## config.mk

```make
export PLATFORM = sky130hd
export DESIGN_NAME = imm_encoder
export DESIGN_NICKNAME = d
export VERILOG_FILES = /design/src/rtl/imm_encoder.sv
export SDC_FILE = /design/constraint.sdc
export NUM_CORES = 1
export LEC_CHECK = 0
export CORE_ASPECT_RATIO = 0.5
export CORE_MARGIN = 2
export CORE_UTILIZATION = 53
export CTS_CLUSTER_SIZE = 30
export DETAILED_ROUTE_END_ITERATION = 10
export DONT_BUFFER_PORTS = 1
export PLACE_DENSITY = 0.79
export SLEW_MARGIN = 20
export SYNTH_ARGS = -nofsm -noshare
export SYNTH_HDL_FRONTEND = slang
export SYNTH_SLANG_ARGS = --single-unit
```

## constraint.sdc

```tcl
create_clock -name clk -period 8.6 [get_ports clk]
set_clock_uncertainty 0.2 [all_clocks]
set_input_delay 1.29 -clock clk [delete_from_list [all_inputs] [get_ports clk]]
set_output_delay 1.29 -clock clk [all_outputs]
set_load 0.1 [all_outputs]
```

## src/rtl/imm_encoder.sv

```systemverilog
// Immediate encoder: range/alignment-checks a signed immediate, scatters it into
// the I/S/B immediate fields of a base instruction and queues the word in a FIFO.
module imm_encoder #(
  parameter int DEPTH = 2,
  parameter int CNT_W = 16
) (
  input  logic             clk,
  input  logic             rst,
  input  logic             in_valid,
  output logic             in_ready,
  input  logic [31:0]      base_instr,
  input  logic [31:0]      imm,
  input  logic [1:0]       imm_src,
  output logic             out_valid,
  input  logic             out_ready,
  output logic [31:0]      out_instr,
  output logic [1:0]       out_err,
  input  logic             clear_cnt,
  output logic [CNT_W-1:0] enc_count,
  output logic [CNT_W-1:0] err_count
);

  localparam int PTR_W = $clog2(DEPTH);
  localparam logic [PTR_W:0] OCC_ONE  = (PTR_W+1)'(1);
  localparam logic [PTR_W:0] OCC_FULL = (PTR_W+1)'(DEPTH);
  localparam logic [PTR_W-1:0] PTR_ONE = PTR_W'(1);
  localparam logic [CNT_W-1:0] CNT_ONE = CNT_W'(1);

  typedef enum logic [1:0] {
    ERR_OK       = 2'd0,
    ERR_RANGE    = 2'd1,
    ERR_MISALIGN = 2'd2,
    ERR_SRC      = 2'd3
  } err_e;

  logic [31:0] enc_instr;
  err_e        enc_err;
  logic        fits_12;
  logic        fits_13;

  logic [31:0]      instr_mem_q [DEPTH];
  logic [1:0]       err_mem_q   [DEPTH];
  logic [PTR_W-1:0] wr_ptr_q, wr_ptr_d;
  logic [PTR_W-1:0] rd_ptr_q, rd_ptr_d;
  logic [PTR_W:0]   occ_q, occ_d;
  logic [CNT_W-1:0] enc_count_q, enc_count_d;
  logic [CNT_W-1:0] err_count_q, err_count_d;
  logic             push, pop;

  // A signed value fits N bits when every bit above the sign position matches it.
  assign fits_12 = (&imm[31:11]) | ~(|imm[31:11]);
  assign fits_13 = (&imm[31:12]) | ~(|imm[31:12]);

  // NOTE: every always_comb output gets a default first so no path can infer a latch.
  always_comb begin
    enc_instr = base_instr;
    enc_err   = ERR_OK;
    unique case (imm_src)
      2'b00: begin
        enc_instr[31:20] = imm[11:0];
        if (!fits_12) enc_err = ERR_RANGE;
      end
      2'b01: begin
        enc_instr[31:25] = imm[11:5];
        enc_instr[11:7]  = imm[4:0];
        if (!fits_12) enc_err = ERR_RANGE;
      end
      2'b10: begin
        enc_instr[31]    = imm[12];
        enc_instr[7]     = imm[11];
        enc_instr[30:25] = imm[10:5];
        enc_instr[11:8]  = imm[4:1];
        if (imm[0])        enc_err = ERR_MISALIGN;
        else if (!fits_13) enc_err = ERR_RANGE;
      end
      default: enc_err = ERR_SRC;
    endcase
  end

  assign in_ready  = (occ_q != OCC_FULL);
  assign out_valid = (occ_q != '0);
  assign push      = in_valid && in_ready;
  assign pop       = out_valid && out_ready;

  // Storage is undefined until written; the empty check keeps it off the outputs.
  assign out_instr = out_valid ? instr_mem_q[rd_ptr_q] : '0;
  assign out_err   = out_valid ? err_mem_q[rd_ptr_q]   : '0;

  always_comb begin
    wr_ptr_d    = wr_ptr_q;
    rd_ptr_d    = rd_ptr_q;
    occ_d       = occ_q;
    enc_count_d = enc_count_q;
    err_count_d = err_count_q;
    if (push) wr_ptr_d = wr_ptr_q + PTR_ONE;
    if (pop)  rd_ptr_d = rd_ptr_q + PTR_ONE;
    unique case ({push, pop})
      2'b10:   occ_d = occ_q + OCC_ONE;
      2'b01:   occ_d = occ_q - OCC_ONE;
      default: occ_d = occ_q;
    endcase
    if (clear_cnt) begin
      enc_count_d = '0;
      err_count_d = '0;
    end else if (push) begin
      if (enc_count_q != '1) enc_count_d = enc_count_q + CNT_ONE;
      if (enc_err != ERR_OK && err_count_q != '1) err_count_d = err_count_q + CNT_ONE;
    end
  end

  // NOTE: the data array has no reset; only pointers and occupancy need one.
  always_ff @(posedge clk) begin
    if (push) begin
      instr_mem_q[wr_ptr_q] <= enc_instr;
      err_mem_q[wr_ptr_q]   <= enc_err;
    end
  end

  // NOTE: sequential state uses non-blocking assignments only.
  always_ff @(posedge clk or posedge rst) begin
    if (rst) begin
      wr_ptr_q    <= '0;
      rd_ptr_q    <= '0;
      occ_q       <= '0;
      enc_count_q <= '0;
      err_count_q <= '0;
    end else begin
      wr_ptr_q    <= wr_ptr_d;
      rd_ptr_q    <= rd_ptr_d;
      occ_q       <= occ_d;
      enc_count_q <= enc_count_d;
      err_count_q <= err_count_d;
    end
  end

  assign enc_count = enc_count_q;
  assign err_count = err_count_q;

endmodule
```

Word level (Yosys, flattened, before mapping)
Memory sizes are Yosys's and may differ from the RTL's.
Cells that the tools add are included.
Widths: inputs -> output; s select.
- output and inout bits: 68
- word-level logic and storage cells: 59
- memories: 2
- register bits after elaboration: 36
- bits of input ports: 71
- memory bits (writable): 68
- memories (memory ; words ; width ; read ports ; clocked after Yosys merged registers in ; write ports ; RTL line ; text):
    instr_mem_q ; 2 ; 32 ; 1 ; 0 ; 1 ; 41 ; logic [31:0] instr_mem_q [DEPTH];
    err_mem_q ; 2 ; 2 ; 1 ; 0 ; 1 ; 42 ; logic [1:0] err_mem_q [DEPTH];
- equal/unequal tests: 7
- add/subtract/negate cells: 6
- reduce and logical (&&, ||, !) cells: 17
- mux-type cells: 18
- bitwise operators: 4
- operators with widths (kind ; number):
    $mux 16 ; 6
    $add 16x1->16 const B ; 2
    $mux 32 ; 1
    $ne 16x16->1 const B ; 2
    $reduce_and 21->1 ; 1
    $reduce_or 21->1 ; 1
    $reduce_and 20->1 ; 1
    $reduce_or 20->1 ; 1
    $pmux 7 s2 ; 1
    $reduce_bool 2->1 ; 6
    $pmux 5 s2 ; 1
    $pmux 2 s2 ; 2
    $mux 5 ; 1
    $eq 2x1->1 const B ; 2
    $eq 2x2->1 const B ; 2
    $mux 1 ; 4
    $mux 2 ; 2
    $reduce_and 2->1 ; 2
    $logic_and 1x1->1 ; 3
    $add 1x1->1 const B ; 2
    $add 2x1->2 const B ; 1
    $logic_not 2->1 ; 1
    $ne 2x2->1 const B ; 1
    $not 1->1 ; 2
    3 further kinds ; 4

Depth between registers and ports, before layout
Gate-level depths: netlist (run 1).
- depth in word-level cells: 11
- gate-level depth with buffers: 9

Worst setup path after synthesis (run 1)
OpenSTA, ideal clock, no wires.
- kind: register to output
- start: register rd_ptr_q
- end: output out_instr[10]
- cell stages (with the launch flop): 5
- path buffers: 2
- slack: 4606 ps
- arrival: 2504 ps
- path through: dfrtp_1 -> clkbuf_1 -> clkbuf_1 -> mux2i_1 -> nor2_1
- cells in the longest elaborated chain, start to end: 2
- RTL lines (item ; RTL line ; text):
    from (decl) ; 44 ; logic [PTR_W-1:0] rd_ptr_q, rd_ptr_d;
    from (signal assigned) ; 129 ; rd_ptr_q <= rd_ptr_d;
    $mem_v2 2x32 ; -- ;
    $mux 32 ; 86 ; assign out_instr = out_valid ? instr_mem_q[rd_ptr_q] : '0;
    to (decl) ; 16 ; output logic [31:0] out_instr,
No other way between the ends.

Final worst setup path (run 1)
- start: register rd_ptr_q
- end: output out_instr[22]
The elaborated chain is that of the path after synthesis.

==> results of run 1 <==
cell usage after synthesis (all sizes together) (10+ instances only):
library cell  count  area [sq um]
nand2            32           120
xor2             14           123
nand4            10          62.6
mux2i            36           360
o21ai            14          70.1
inv              13          48.8
edfxtp           68          2040
dfrtp            36           901
nand3            14          70.1
a21oi            14          70.1
nor2             64           243
clkbuf           14          52.6
critical path: stages, from the launching register on:
cell	delay (ps)
dfrtp_2	1060
mux2i_1	240
nor2_2	860
kinds of logic (layout without fill, tap and decap cells):
| group | count (synthesis) | count (layout) | share of synthesized area (%) |
|---|---|---|---|
| compound gates | 46 | 46 | 6.14 |
| xor+xnor | 21 | 21 | 3.81 |
| fa+ha+maj | 7 | 7 | 1.81 |
| buf+inv | 31 | 32 | 2.64 |
| flops | 104 | 104 | 61.0 |
| mux | 43 | 43 | 9.18 |
| simple gates | 159 | 159 | 15.4 |
state kept, by name, summed over array words and instances (netlist names):
register and count:
occ_q 2, err_mem_q 4, enc_count 16, instr_mem_q 64
err_count 16, rd_ptr_q 1, wr_ptr_q 1
worst max path at each step:
stage,from,endpoint,slack [ps],cells past startpoint
after global placement,rd_ptr_q,out_instr[7],4900,2
after floorplan,rd_ptr_q,out_instr[10],4610,4
after global routing,rd_ptr_q,out_instr[22],4480,2
final,rd_ptr_q,out_instr[22],4590,2
after detailed placement,imm[26],err_count[15],4880,7
after CTS,rd_ptr_q,out_instr[7],4540,2
final cells by class:
type                    count  area (sq um)  share of cell area, %
clock buffers               9           225                   4.23
clock inverters             7          76.3                   1.43
inverters                  13          48.8                  0.916
multi-input cells         276          1860                   35.0
flip-flops and latches    104          2940                   55.3
well taps                 117           146                   2.75
repair buffers              3          22.5                  0.423
routing by layer:
| layer | share of wire, % | vias up |
|---|---|---|
| met1 | 42 | 1552 |
| met5 | 0 | - |
| met3 | 5.2 | 2 |
| met4 | 0.38 | 0 |
| li1 | - | 1476 |
| met2 | 52 | 63 |
stage by stage:
stage          cells  hold WS [ps]  area (sq um)
6_report         529           347          5330
5_1_grt          529           382          5330
4_1_cts          529           352          5330
3_5_place_dp     513           336          5030
3_3_place_gp     513           334          5030
2_1_floorplan    411           265          4830
cell usage in the layout, fill, tap and decap left out, types with 2 or more instances in the layout:
cell type / instances
a21oi_1: 14
and2_1: 5
and3_1: 6
buf_4: 3
clkbuf_16: 9
dfrtp_1: 35
edfxtp_1: 68
ha_1: 7
inv_1: 13
inv_6: 3
mux2_2: 6
mux2i_1: 36
nand2_1: 32
nand2b_1: 2
nand3_1: 14
nand4_1: 10
nor2_1: 26
nor2_2: 35
nor2_4: 3
nor2b_1: 3
nor3_1: 3
nor4_1: 5
o21ai_0: 14
o22ai_1: 4
o31ai_1: 6
or3_1: 7
or4_1: 6
xnor2_1: 7
xor2_1: 14
==> out/qor.csv, run 1 <==
metric,value,unit
fmax,0.250,GHz
vias,3093,
utilization,60.8,%
period_share,46.6,%
grtUsageTotal,19.2,%
finalWirelength,9520,um
synth_area_per_cell,11.7,sq um
rsz0062_at_grt,no,
io_buffers,0,
endpoint_kind,output port,
clk_pin_slew,60,ps
hold_end,occ_q[1],
grt.met3_usage,6.55,%
r2r_cells,7,
synth_nets,489,
syn-cell-area,4830,sq um
cp.arrival,2520,ps
status,finished clean,
rrSetupSlack,5140,ps
regToRegEndpoint,err_count[15],
r2r_start,err_count[2],
max-clock-path-buffers,2,
pin_count,139,
die-area,9930,sq um
final_nets,485,
nFillCells,707,
dp_slack,4880,ps
critPathKind,reg2out,
post_cts_resized,0,
seq_area_frac_synth,61.0,%
grt_util_met1,23.8,%
drive_gt1_share,15.8,%
synth_edf_count,68,
grt_overflow_total,0,
syn_inst,411,
antenna_found_initial,0,
fin_ws,4590,ps
cts_buffers,9,
wire_per_inst,18.0,um
ant_nets,0,
drv_cap,0,
tightest_slew,1100,ps
required,7110,ps
worstSkewPairLatency,330,ps
timing.critical_path.from_type,flop,
hp-class,reg2reg,
synth_ff_type,edfxtp_1,
met2_usage,33.3,%
ctsHoldBuffers,0,
first_iter_violations,114,
tritoncts,built,
tns,0,ps
dr.pass1.iters,5,
h-tree-depth,3,
start_util,55.1,%
syn_to_final_growth,10.4,%
grt_first_pass_wirelength,15000,um
hold_depth,1,
maxSlewHeadroom,26.3,%
vias_per_cell,5.85,
synth_warnings,0,
ys_async_sr_fraction,34.6,%
post_cts_buffers,0,
grt_pass1_vias,3004,
rows,24,
grt_max_degree,37,
ys_types,40,
gp_congestion,0.753,
n_antenna_cell,0,
clock_sinks,104,
timing.final.crit_period,4010,ps
worstPathMaxFanout,35,
setup_viol_count_final,0,
core_area,8770,sq um
busiest_layer,met2,
drc,0,
hold_violations,0,
clockRootBuffer,clkbuf_16,
synth-seq-cells,104,
slew_viol_final,0,
hpwl,6390,um
die_w,139,um
die_y,71.5,um
min-delay-start,occ_q[1],
Power of run 1 is left out: the tool's default activity adds up to more than one toggle a clock period on the data nets, which glitch-free logic cannot reach.
==> run 2, diff against run 1 <==
PLACE_DENSITY = 0.82   (was 0.79)
clock period = 3.24 ns   (was 8.6 ns; I/O delays follow)
==> run 2 against run 1 <==
Core utilization up 6.4 points. Routed wire length is 10% higher. Non-clock buffer count up 77. First-iteration DRC count grew 110%. Critical path type unchanged. Critical endpoint is now out_instr[18].
==> out/qor.csv, run 2 (synthesis results as in run 1) <==
metric,value,unit
period_share,84.4,%
antenna_found_initial,0,
critPathKind,reg2out,
gp_congestion,0.794,
cpMostUsedCell,buf_4,
grtUsageTotal,21.9,%
vias_per_cell,5.63,
p_total,6.40,mW
power.density,1090,nW/um^2
grt_overflow_total,0,
slowest_stage,dfrtp_2,
start_util,55.1,%
die_y,71.5,um
tightest_slew,898,ps
worstSkewPairLatency,340,ps
first_iter_violations,243,
endpoint_kind,output port,
ir_drop,0.821,mV
rsz0062_at_grt,no,
setup_viol_count_final,0,
tns,0,ps
status,finished clean,
die_w,139,um
required,2550,ps
max-clock-path-buffers,2,
hold_depth,1,
hpwl,7300,um
met2_usage,39.7,%
core_area,8770,sq um
leakagePower,2.41,nW
hp-class,in2reg,
die-area,9930,sq um
dr.pass1.iters,4,
wire_per_inst,17.3,um
post_cts_resized,0,
timing.final.crit_period,2730,ps
grt_first_pass_wirelength,17100,um
cp.arrival,2050,ps
grt_pass1_vias,3432,
r2r_cells,8,
rows,24,
stdcell_area,5890,sq um
vias,3410,
timing.critical_path.from_type,flop,
grt.met3_usage,7.29,%
cts_buffers,9,
final_nets,562,
fmax,0.366,GHz
finalWirelength,10500,um
nFillCells,653,
drive_gt1_share,28.4,%
crit_path_cell_trace,buf_4 -> mux2i_1 -> nor2_2 -> buf_4,
worstPathMaxFanout,25,
largest_register_ffs,64,
busiest_layer,met2,
drc,0,
h-tree-depth,3,
maxSlewHeadroom,39.9,%
ant_nets,0,
syn_to_final_growth,22.0,%
regMostFlops,instr_mem_q,
clock_sinks,104,
final_common_cell,buf_4,
drv_cap,0,
slew_viol_final,0,
clk_pin_slew,60,ps
io_buffers,0,
n_antenna_cell,0,
dpl_cell_area,5580,sq um
grt_max_degree,37,
critPathMaxStageDelay,860,ps
clockRootBuffer,clkbuf_16,
tritoncts,built,
post_cts_buffers,0,
grt_util_met1,26.1,%
hold_violations,0,
pin_count,139,
final_cell_mix,"buf_4, edfxtp_1, mux2i_1, nor2_2, dfrtp_1",
[run 2: cell count changes in the layout (fill, tap and decap cells not counted)]
cell           delta
clkinvlp_4        -1
bufinv_16         -1
clkinvlp_2        +1
buf_4            +74
dlygate4sd3_1     +3
inv_6             +1
[run 2: what timing repair did]
action | in CTS | in global routing
hold buffers | 3 | 0
setup endpoints to repair | 0 | 0
endpoints found under the hold margin | 59 | 0
[run 2: worst max-delay path: cells and delay by family (launching register included)]
family,cells,cell delay (ps)
buffers and inverters,2,540
flip-flops,1,860
multiplexers,1,240
AND/OR/NAND/NOR,1,50
[run 2: layout make-up]
cell class	count	area (sq um)	area share [%]
Multi-Input combinational cell	276	1860	31.7
Clock inverter	7	52.6	0.892
Timing Repair Buffer	80	608	10.3
Clock buffer	9	225	3.82
Inverter	13	48.8	0.829
Sequential cell	104	2940	50.0
Tap cell	117	146	2.49
[run 2: through the flow]
step                      hold WS [ps]  cells  util (%)  worst slack [ps]
final                             12.8    606      67.2               505
after global routing              12.5    606      67.2               299
after floorplan                    265    411         -              -460
after CTS                        0.633    606      67.2               481
after detailed placement           313    587      63.7               384
after global placement             313    587      63.7               459
[run 2: final timing paths]
| kind | start | endpoint | slack (ps) |
|---|---|---|---|
| hold reg to reg | occ_q[1] | occ_q[1] | 390 |
| max in group asynchronous | rst | rd_ptr_q | 1970 |
| setup / recovery | rd_ptr_q | out_instr[18] | 510 |
| hold / removal | clear_cnt | err_count[12] | 10 |
| min in group asynchronous | rst | enc_count[2] | 490 |
| setup reg to reg | occ_q[0] | enc_count[12] | 560 |
[run 2: where the power goes]
part           leakage [nW]  total, mW  internal, mW  switching [mW]
sequential             1.13       1.87          1.70           0.164
combinational          1.14       3.52         0.743            2.77
clock                 0.135       1.02         0.529           0.489
total                  2.41       6.40          2.97            3.43
[run 2: layer usage]
layer | vias to the layer above | part of all wire [%]
li1 | 1630 | -
met1 | 1669 | 40
met2 | 100 | 52
met3 | 11 | 6.6
met4 | 0 | 1.3
met5 | - | 0
Power figures use the tool's default switching activity.
